## config.mk

```make
export PLATFORM = sky130hd
export DESIGN_NAME = fifo_byte_reader
export DESIGN_NICKNAME = d
export VERILOG_FILES = /design/src/rtl/fifo_byte_reader.sv
export SDC_FILE = /design/constraint.sdc
export NUM_CORES = 1
export LEC_CHECK = 0
export ABC_AREA = 0
export ABC_CLOCK_PERIOD_IN_PS = 4100
export BUFFER_PORTS_ARGS = -buffer_cell sky130_fd_sc_hd__buf_2
export CORE_MARGIN = 5
export CORE_UTILIZATION = 55
export DETAILED_ROUTE_END_ITERATION = 8
export PLACE_DENSITY = 0.82
export SYNTH_ARGS = -nofsm -noshare
export SYNTH_HDL_FRONTEND = slang
export SYNTH_SLANG_ARGS = --single-unit
```

## constraint.sdc

```tcl
create_clock -name clk -period 4.1 [get_ports clk]
set_clock_uncertainty 0.1 [all_clocks]
set_input_delay 0 -clock clk [delete_from_list [all_inputs] [get_ports clk]]
set_output_delay 0 -clock clk [all_outputs]
set_load 0.02 [all_outputs]
```

## src/rtl/fifo_byte_reader.sv

```systemverilog
// fifo_byte_reader: read-side master for the byte FIFO. Packs bytes
// little-endian into OUT_BYTES-wide words on a valid/ready stream and
// supports a flush that emits a zero-padded partial word.
module fifo_byte_reader #(
  parameter int RD_LATENCY = 1,
  parameter int OUT_BYTES  = 4,
  parameter int CNT_W      = 16
) (
  input  logic                   clk,
  input  logic                   reset,
  input  logic                   enable,
  input  logic                   fifo_empty,
  output logic                   rd_en,
  input  logic [7:0]             data_out,
  input  logic                   flush,
  output logic                   word_valid,
  input  logic                   word_ready,
  output logic [8*OUT_BYTES-1:0] word_data,
  output logic [3:0]             word_nbytes,
  output logic                   flush_done,
  output logic [CNT_W-1:0]       rd_count
);

  typedef enum logic [1:0] {S_RUN, S_DRAIN, S_EMIT} state_t;

  state_t                        r_state, w_state_nxt;
  logic [RD_LATENCY-1:0]         r_vld_pipe;
  logic [OUT_BYTES-1:0][7:0]     r_asm;
  logic [3:0]                    r_held;
  logic                          r_word_valid;
  logic [OUT_BYTES-1:0][7:0]     r_word_data;
  logic [3:0]                    r_word_nbytes;
  logic                          r_flush_done;
  logic [CNT_W-1:0]              r_rd_count;

  logic                          w_tap, w_out_free, w_full, w_move, w_emit;
  logic                          w_room, w_done_nxt;
  logic [3:0]                    w_inflight, w_held_base, w_held_nxt;
  logic [4:0]                    w_sum;
  logic [OUT_BYTES-1:0][7:0]     w_part;

  assign w_tap      = r_vld_pipe[RD_LATENCY-1];
  assign w_out_free = !r_word_valid || word_ready;
  assign w_full     = (r_held == 4'(OUT_BYTES));
  assign w_move     = w_full && w_out_free;
  assign w_emit     = (r_state == S_EMIT) && w_out_free;
  assign w_sum      = 5'(r_held) + 5'(w_inflight);

  // Count reads still in flight (ones in the latency shift)
  always_comb begin
    w_inflight = '0;
    for (int i = 0; i < RD_LATENCY; i++) w_inflight = w_inflight + 4'(r_vld_pipe[i]);
  end

  // Room check. The last term lets a read start when it exactly fills the
  // assembler while the output register is empty: nothing but this
  // assembler can fill the output, so it is still free when the word
  // completes, and the arriving byte lands in slot 0 of the next word.
  // That closes the one-cycle bubble at each word boundary.
  always_comb begin
    w_room = (w_sum < 5'(OUT_BYTES))
          || (w_full && w_out_free && (w_inflight < 4'(OUT_BYTES)))
          || ((w_sum == 5'(OUT_BYTES)) && !r_word_valid);
  end

  assign rd_en = enable && !fifo_empty && (r_state == S_RUN) && !flush && w_room;

  // Held count after this cycle's word move / emit, then plus the arriving byte
  always_comb begin
    w_held_base = (w_move || w_emit) ? 4'd0 : r_held;
    w_held_nxt  = w_held_base + 4'(w_tap);
  end

  // Partial word: held bytes, upper bytes forced to zero
  always_comb begin
    for (int i = 0; i < OUT_BYTES; i++)
      w_part[i] = (4'(i) < r_held) ? r_asm[i] : 8'h00;
  end

  // Flush FSM next-state and completion pulse
  always_comb begin
    w_state_nxt = r_state;
    w_done_nxt  = 1'b0;
    case (r_state)
      S_RUN:   if (flush) w_state_nxt = S_DRAIN;
      S_DRAIN: begin
        if (w_inflight == 4'd0) begin
          if (w_held_base == 4'd0) begin
            w_state_nxt = S_RUN;
            w_done_nxt  = 1'b1;
          end else begin
            w_state_nxt = S_EMIT;
          end
        end
      end
      S_EMIT: begin
        if (w_out_free) begin
          w_state_nxt = S_RUN;
          w_done_nxt  = 1'b1;
        end
      end
      default: w_state_nxt = S_RUN;
    endcase
  end

  // State, flush pulse, in-flight shift and byte counter
  always_ff @(posedge clk or negedge reset) begin
    if (!reset) begin
      r_state      <= S_RUN;
      r_flush_done <= 1'b0;
      r_vld_pipe   <= '0;
      r_rd_count   <= '0;
      r_held       <= '0;
    end else begin
      r_state       <= w_state_nxt;
      r_flush_done  <= w_done_nxt;
      r_vld_pipe[0] <= rd_en;
      for (int i = 1; i < RD_LATENCY; i++) r_vld_pipe[i] <= r_vld_pipe[i-1];
      r_rd_count    <= r_rd_count + CNT_W'(w_tap);
      r_held        <= w_held_nxt;
    end
  end

  // Assembler: arriving byte goes to the slot after the surviving held bytes
  always_ff @(posedge clk or negedge reset) begin
    if (!reset) begin
      r_asm <= '0;
    end else begin
      for (int i = 0; i < OUT_BYTES; i++)
        if (w_tap && (w_held_base == 4'(i))) r_asm[i] <= data_out;
    end
  end

  // Output register: full-word move, flush emit, or drop valid on accept
  always_ff @(posedge clk or negedge reset) begin
    if (!reset) begin
      r_word_valid  <= 1'b0;
      r_word_data   <= '0;
      r_word_nbytes <= '0;
    end else if (w_move) begin
      r_word_valid  <= 1'b1;
      r_word_data   <= r_asm;
      r_word_nbytes <= 4'(OUT_BYTES);
    end else if (w_emit) begin
      r_word_valid  <= 1'b1;
      r_word_data   <= w_part;
      r_word_nbytes <= r_held;
    end else if (word_ready) begin
      r_word_valid  <= 1'b0;
    end
  end

  assign word_valid  = r_word_valid;
  assign word_data   = r_word_data;
  assign word_nbytes = r_word_nbytes;
  assign flush_done  = r_flush_done;
  assign rd_count    = r_rd_count;

endmodule
```

Word level (Yosys, flattened, before mapping):

Index checks and enable logic that the tools add are counted.

* output and inout port bits: 55
* register bits: 93
* bits of input ports: 14
* logic and storage cells: 80

* equality and inequality tests: 10
* add/sub/neg operators: 3
* magnitude comparators: 6
* reductions and logical operators: 25
* mux-type cells: 21

Operator list (count)
* $mux W32: 2
* $mux W8: 4
* $add A16 B1 Y16: 1
* $logic_and A1 B1 Y1: 12
* $mux W4: 3
* $eq A4 B2 Y1 const B: 2
* $logic_not A4 Y1: 2
* $lt A1 B4 Y1 const A: 2
* $lt A2 B4 Y1 const A: 2
* $mux W2: 4
* $mux W1: 6
* $ne A2 B2 Y1 const B: 3
* $pmux W2 S3: 1
* $add A4 B1 Y5: 1
* $eq A5 B3 Y1 const B: 1
* $lt A5 B3 Y1 const B: 1
* $add A4 B1 Y4: 1
* $eq A4 B1 Y1 const B: 1
* $eq A4 B3 Y1 const B: 1
* $logic_or A1 B1 Y1: 4
* $logic_not A1 Y1: 3
* $lt A1 B3 Y1 const B: 1
* $reduce_and A3 Y1: 1
* $reduce_bool A3 Y1: 1
* other kinds (5): 5

Depth between registers and ports, before layout:

* depth after elaboration: 9
* depth in mapped cells: 9
* depth with buffers taken out: 8

Least setup slack after synthesis:

No wires, ideal clock.

* path kind: register to register
* start point: register r_held[2]
* end point: register r_asm[0] (netlist bit)
* slack: 1951 ps
* arrival: 1924 ps
* period minus slack after synthesis: 2149 ps
* data required time: 3875 ps
* cell stages (with the launch flop): 8
* cells stage by stage: dfrtp_1 -> buf_6 -> or2_1 -> buf_6 -> or3_1 -> buf_6 -> a31oi_4 -> mux2_2

* cells in the longest elaborated chain, start to end: 6

Ends and longest elaborated chain
* start: declaration: line 29 `logic [3:0] r_held;`
* start signal: assignment: line 120 `r_held <= w_held_nxt;`
* $eq A4 B3 Y1: line 44 `assign w_full = (r_held == 4'(OUT_BYTES));`
* $logic_and A1 B1 Y1: line 45 `assign w_move = w_full && w_out_free;`
* $logic_or A1 B1 Y1: line 70 `w_held_base = (w_move || w_emit) ? 4'd0 : r_held;`
* $mux W4 (*): line 70
* $logic_not A4 Y1 (*): line 130 `if (w_tap && (w_held_base == 4'(i))) r_asm[i] <= data_out;`
* $logic_and A1 B1 Y1 (*): line 130
* end signal: indexed assignment: line 130
* end: declaration: line 28 `logic [OUT_BYTES-1:0][7:0] r_asm;`

Every way passes the cells marked *; elsewhere a longest branch is shown, timed or not.
A chain may end at the register's enable or synchronous reset.

Final worst setup path:

* start point: register r_vld_pipe
* end point: register r_vld_pipe

* cells in the longest elaborated chain, start to end: 5
* elaborated cells between the ends (all ways): 9

Ends and longest elaborated chain
* start: declaration: line 27 `logic [RD_LATENCY-1:0] r_vld_pipe;`
* $add A4 B1 Y5 or $lt A1 B3 Y1 (tied branches): line 47, 62
* $lt A5 B3 Y1 (tied with other cells): line 61 `w_room = (w_sum < 5'(OUT_BYTES))`
* $logic_or A1 B1 Y1 or $logic_and A1 B1 Y1 (tied branches): line 62, 63
* $logic_or A1 B1 Y1 (*): line 63 `|| ((w_sum == 5'(OUT_BYTES)) && !r_word_valid);`
* $logic_and A1 B1 Y1 (*): line 66 `assign rd_en = enable && !fifo_empty && (r_state == S_RUN) && !flush && w_room;`

Marks and branches as above.

==> impl_metrics.csv <==
group,metric,value,unit
min_path,holdCritPathClass,"in2reg",
route,routed_wire_length_per_instance,16.13,µm
sta,grt_setup_unrepaired,"no",
route,routed_via_density,5.456,
layout,finish.net_count,437,
layout,final_common_cell,"sky130_fd_sc_hd__dfrtp_1",
sta,finalSetupViolCount,0,
floorplanning,starting_density_of_the_core,57.09,%
worst_setup_path,critPathArrivalTime,2.78,ns
job,max_cap_violations,0,
synthesis,synth_fp_nets,361,
clocking,clock_sinks,93,
worst_setup_path,worstSetupEndpointType,"flop",
sta,final_hold_viol_count,0,
worst_setup_path,critPathLaunchType,"flop",
route,drc,0,
global_route,grt_usage,20.59,%
synthesis,postSynthRegisterBits,93,
sta,min_period_over_period,62.94,%
clocking,postCtsSetupRepairBufs,0,
place,port_buffers,68,
sta,final.min_clock_period,2.580,ns
clocking,worstSkewPairLatency,0.36,ns
global_route,grt_overflow_total,0,
floorplanning,design.die.area,8918,µm²
clocking,cts_buffers,9,
route,first_iter_violations,212,
global_route,vias_in_the_first_global_route,2921,
synthesis,mappedNetlistArea,3921,µm²
layout,antennaDiodeCount,0,
sta,max_freq,387.5,MHz
pwr,power.leakage,2.329,nW
status,status,"finished, final reports clean",
clocking,cts_htree_levels,3,
route,drt-total-wl,8309,µm
synthesis,yosysSeqAreaShare,59.35,%
layout,layout_common_cells,"sky130_fd_sc_hd__dfrtp_1, sky130_fd_sc_hd__buf_2, sky130_fd_sc_hd__nand3_1",
pwr,p_total,3.048,mW
place,gpl.final_weighted_congestion,0.7999,
synthesis,yosys.cell_types.count,34,
pwr,power.density,650.7,nW/µm²
worst_setup_path,setup.reg_to_reg.worst_slack,1.52,ns
layout,areaGrowthSynthToFinish,19.46,%
layout,final_layout_size_suffix_gt1_share,30.07,%
clocking,cts_root_buf,"sky130_fd_sc_hd__clkbuf_8",
global_route,grt_max_degree,94,
route,final_antenna_net_count,0,
synthesis,synthCells,338,
sta,timing.setup.tns,0,ns
clocking,cts_buffer_depth,2,
floorplanning,fp.dieW,94.44,µm
synthesis,synthesis.yosys.warnings,0,
sta,slew_viol_final,0,
floorplanning,floorplan.die.height,94.44,µm
pwr,vdd.ir_drop.worst,0.3413,mV
floorplanning,core.rowCount,30,
global_route,initial_antenna_violation_count,0,
floorplanning,design.core.area,6869,µm²
place,place_hpwl,5714,µm
worst_setup_path,req_time_crit_path,4.30,ns
route,firstDrtPassIters,4,
place,dpl-instance-area,4317,µm²
floorplanning,i_o_pin_count,69,
layout,finish.instance_area,4684,µm²
clocking,tritoncts_clock_tree,"done",
sta,worst_slew_pin_slew,1.138,ns
route,vias,2810,
worst_setup_path,path_class,"reg2reg",
synthesis,postSynthAreaPerCell,11.60,µm²
global_route,grt_first_pass_wirelength,14300,µm
worst_setup_path,worst-path-max-fanout,7,
clocking,clk_pin_slew,0.08,ns
sta,max_slew_margin,24.16,%
final timing paths:
kind	end	cells past startpoint	start
max in group asynchronous	word_data[14]	2	reset
worst max-delay path	r_vld_pipe	7	r_vld_pipe
worst max register to register	r_vld_pipe	7	r_vld_pipe
min in group asynchronous	r_vld_pipe	2	reset
worst min register to register	rd_count[15]	1	rd_count[15]
worst min-delay path	r_state[1]	4	flush
per-stage QoR:
| step | utilization [%] | cells | setup WS (ns) | hold slack, ns |
|---|---|---|---|---|
| after detailed placement | 62.84 | 487 | 1.745 | 0.1956 |
| after floorplan | - | 338 | 1.951 | -0.3956 |
| after global placement | 62.84 | 487 | 1.814 | 0.1820 |
| after global routing | 68.20 | 515 | 1.371 | 0.08662 |
| after CTS | 68.20 | 515 | 1.500 | 0.02792 |
| final | 68.20 | 515 | 1.520 | 0.02930 |
timing repair:
| item | 4_1_cts | 5_1_grt |
|---|---|---|
| gates resized for setup | 0 | 0 |
| endpoints found under the hold margin | 127 | 0 |
| hold buffers | 12 | 0 |
report_power, final:
group | internal (mW) | total, mW | switching, mW
clock network | 0.425 | 0.736 | 0.311
logic | 0.357 | 0.919 | 0.562
registers | 1.20 | 1.39 | 0.191
total | 1.98 | 3.05 | 1.06
kinds of logic (layout without fill, tap and decap cells):
kind of cell    count (synthesis)  in the layout  synth area share [%]
compound gates                 42             42                 6.095
xor+xnor                       16             16                 3.574
fa+ha+maj                       9              9                 2.872
buf+inv                        23            104                 2.776
flops                          93             93                 59.35
mux                            36             36                 10.34
simple gates                  119            119                 15.00
sequential cells by signal, indices dropped and copies added, names as in the netlist:
signal,flops
r_asm,32
word_data,32
rd_count,16
r_held,4
word_nbytes,4
r_state,2
flush_done,1
r_vld_pipe,1
word_valid,1
per-layer routing:
layer	GRT usage (%)	vias to the layer above	share of wire [%]
met2	32.98	85	48
met1	27.66	1391	44
li1	-	1321	-
met3	3.586	13	6.0
met4	9.025	0	1.8
met5	0	-	0
synthesized netlist by cell type, drive strengths merged:
| cell | instances | area [µm²] |
|---|---|---|
| clkbuf | 12 | 45.04 |
| o221ai | 1 | 8.760 |
| a21o | 1 | 7.510 |
| or2 | 2 | 12.52 |
| nand3 | 45 | 225.2 |
| nand2 | 43 | 161.4 |
| inv | 5 | 18.77 |
| nor3 | 3 | 15.01 |
| and4b | 1 | 10.01 |
| xor2 | 5 | 43.79 |
| dfrtp | 93 | 2327 |
| a31oi | 2 | 27.53 |
| a21boi | 1 | 7.510 |
| nor2 | 7 | 26.28 |
| nor2b | 3 | 18.77 |
| o31ai | 1 | 7.510 |
| and3b | 1 | 8.760 |
| a21oi | 2 | 10.01 |
| nor4bb | 1 | 10.01 |
| nor4b | 1 | 23.77 |
| or3 | 1 | 6.260 |
| and2 | 4 | 25.02 |
| mux2 | 36 | 405.4 |
| nand4 | 2 | 12.51 |
| ha | 9 | 112.6 |
| buf | 6 | 45.04 |
| o21ai | 34 | 170.2 |
| nand2b | 2 | 12.51 |
| and3 | 3 | 20.02 |
| xnor2 | 11 | 96.34 |
layout make-up:
cell class,count,area (µm²)
multi-input combinational,222,1485
clock inverter,5,106.4
tap,96,120.1
clock buffer,11,141.4
sequential,93,2327
timing repair buffer,83,485.5
inverter,5,18.77
fill,520,2185
critical path: stages, from the launching register on:
cell and delay (ns):
sky130_fd_sc_hd__dfrtp_1 0.49, sky130_fd_sc_hd__ha_1 0.27, sky130_fd_sc_hd__ha_1 0.28, sky130_fd_sc_hd__nor3_1 0.26, sky130_fd_sc_hd__a31oi_1 0.13, sky130_fd_sc_hd__o221ai_1 0.23, sky130_fd_sc_hd__and4b_1 0.23, sky130_fd_sc_hd__dlygate4sd3_1 0.54
Note: power is estimated with default switching activity, not from simulation.
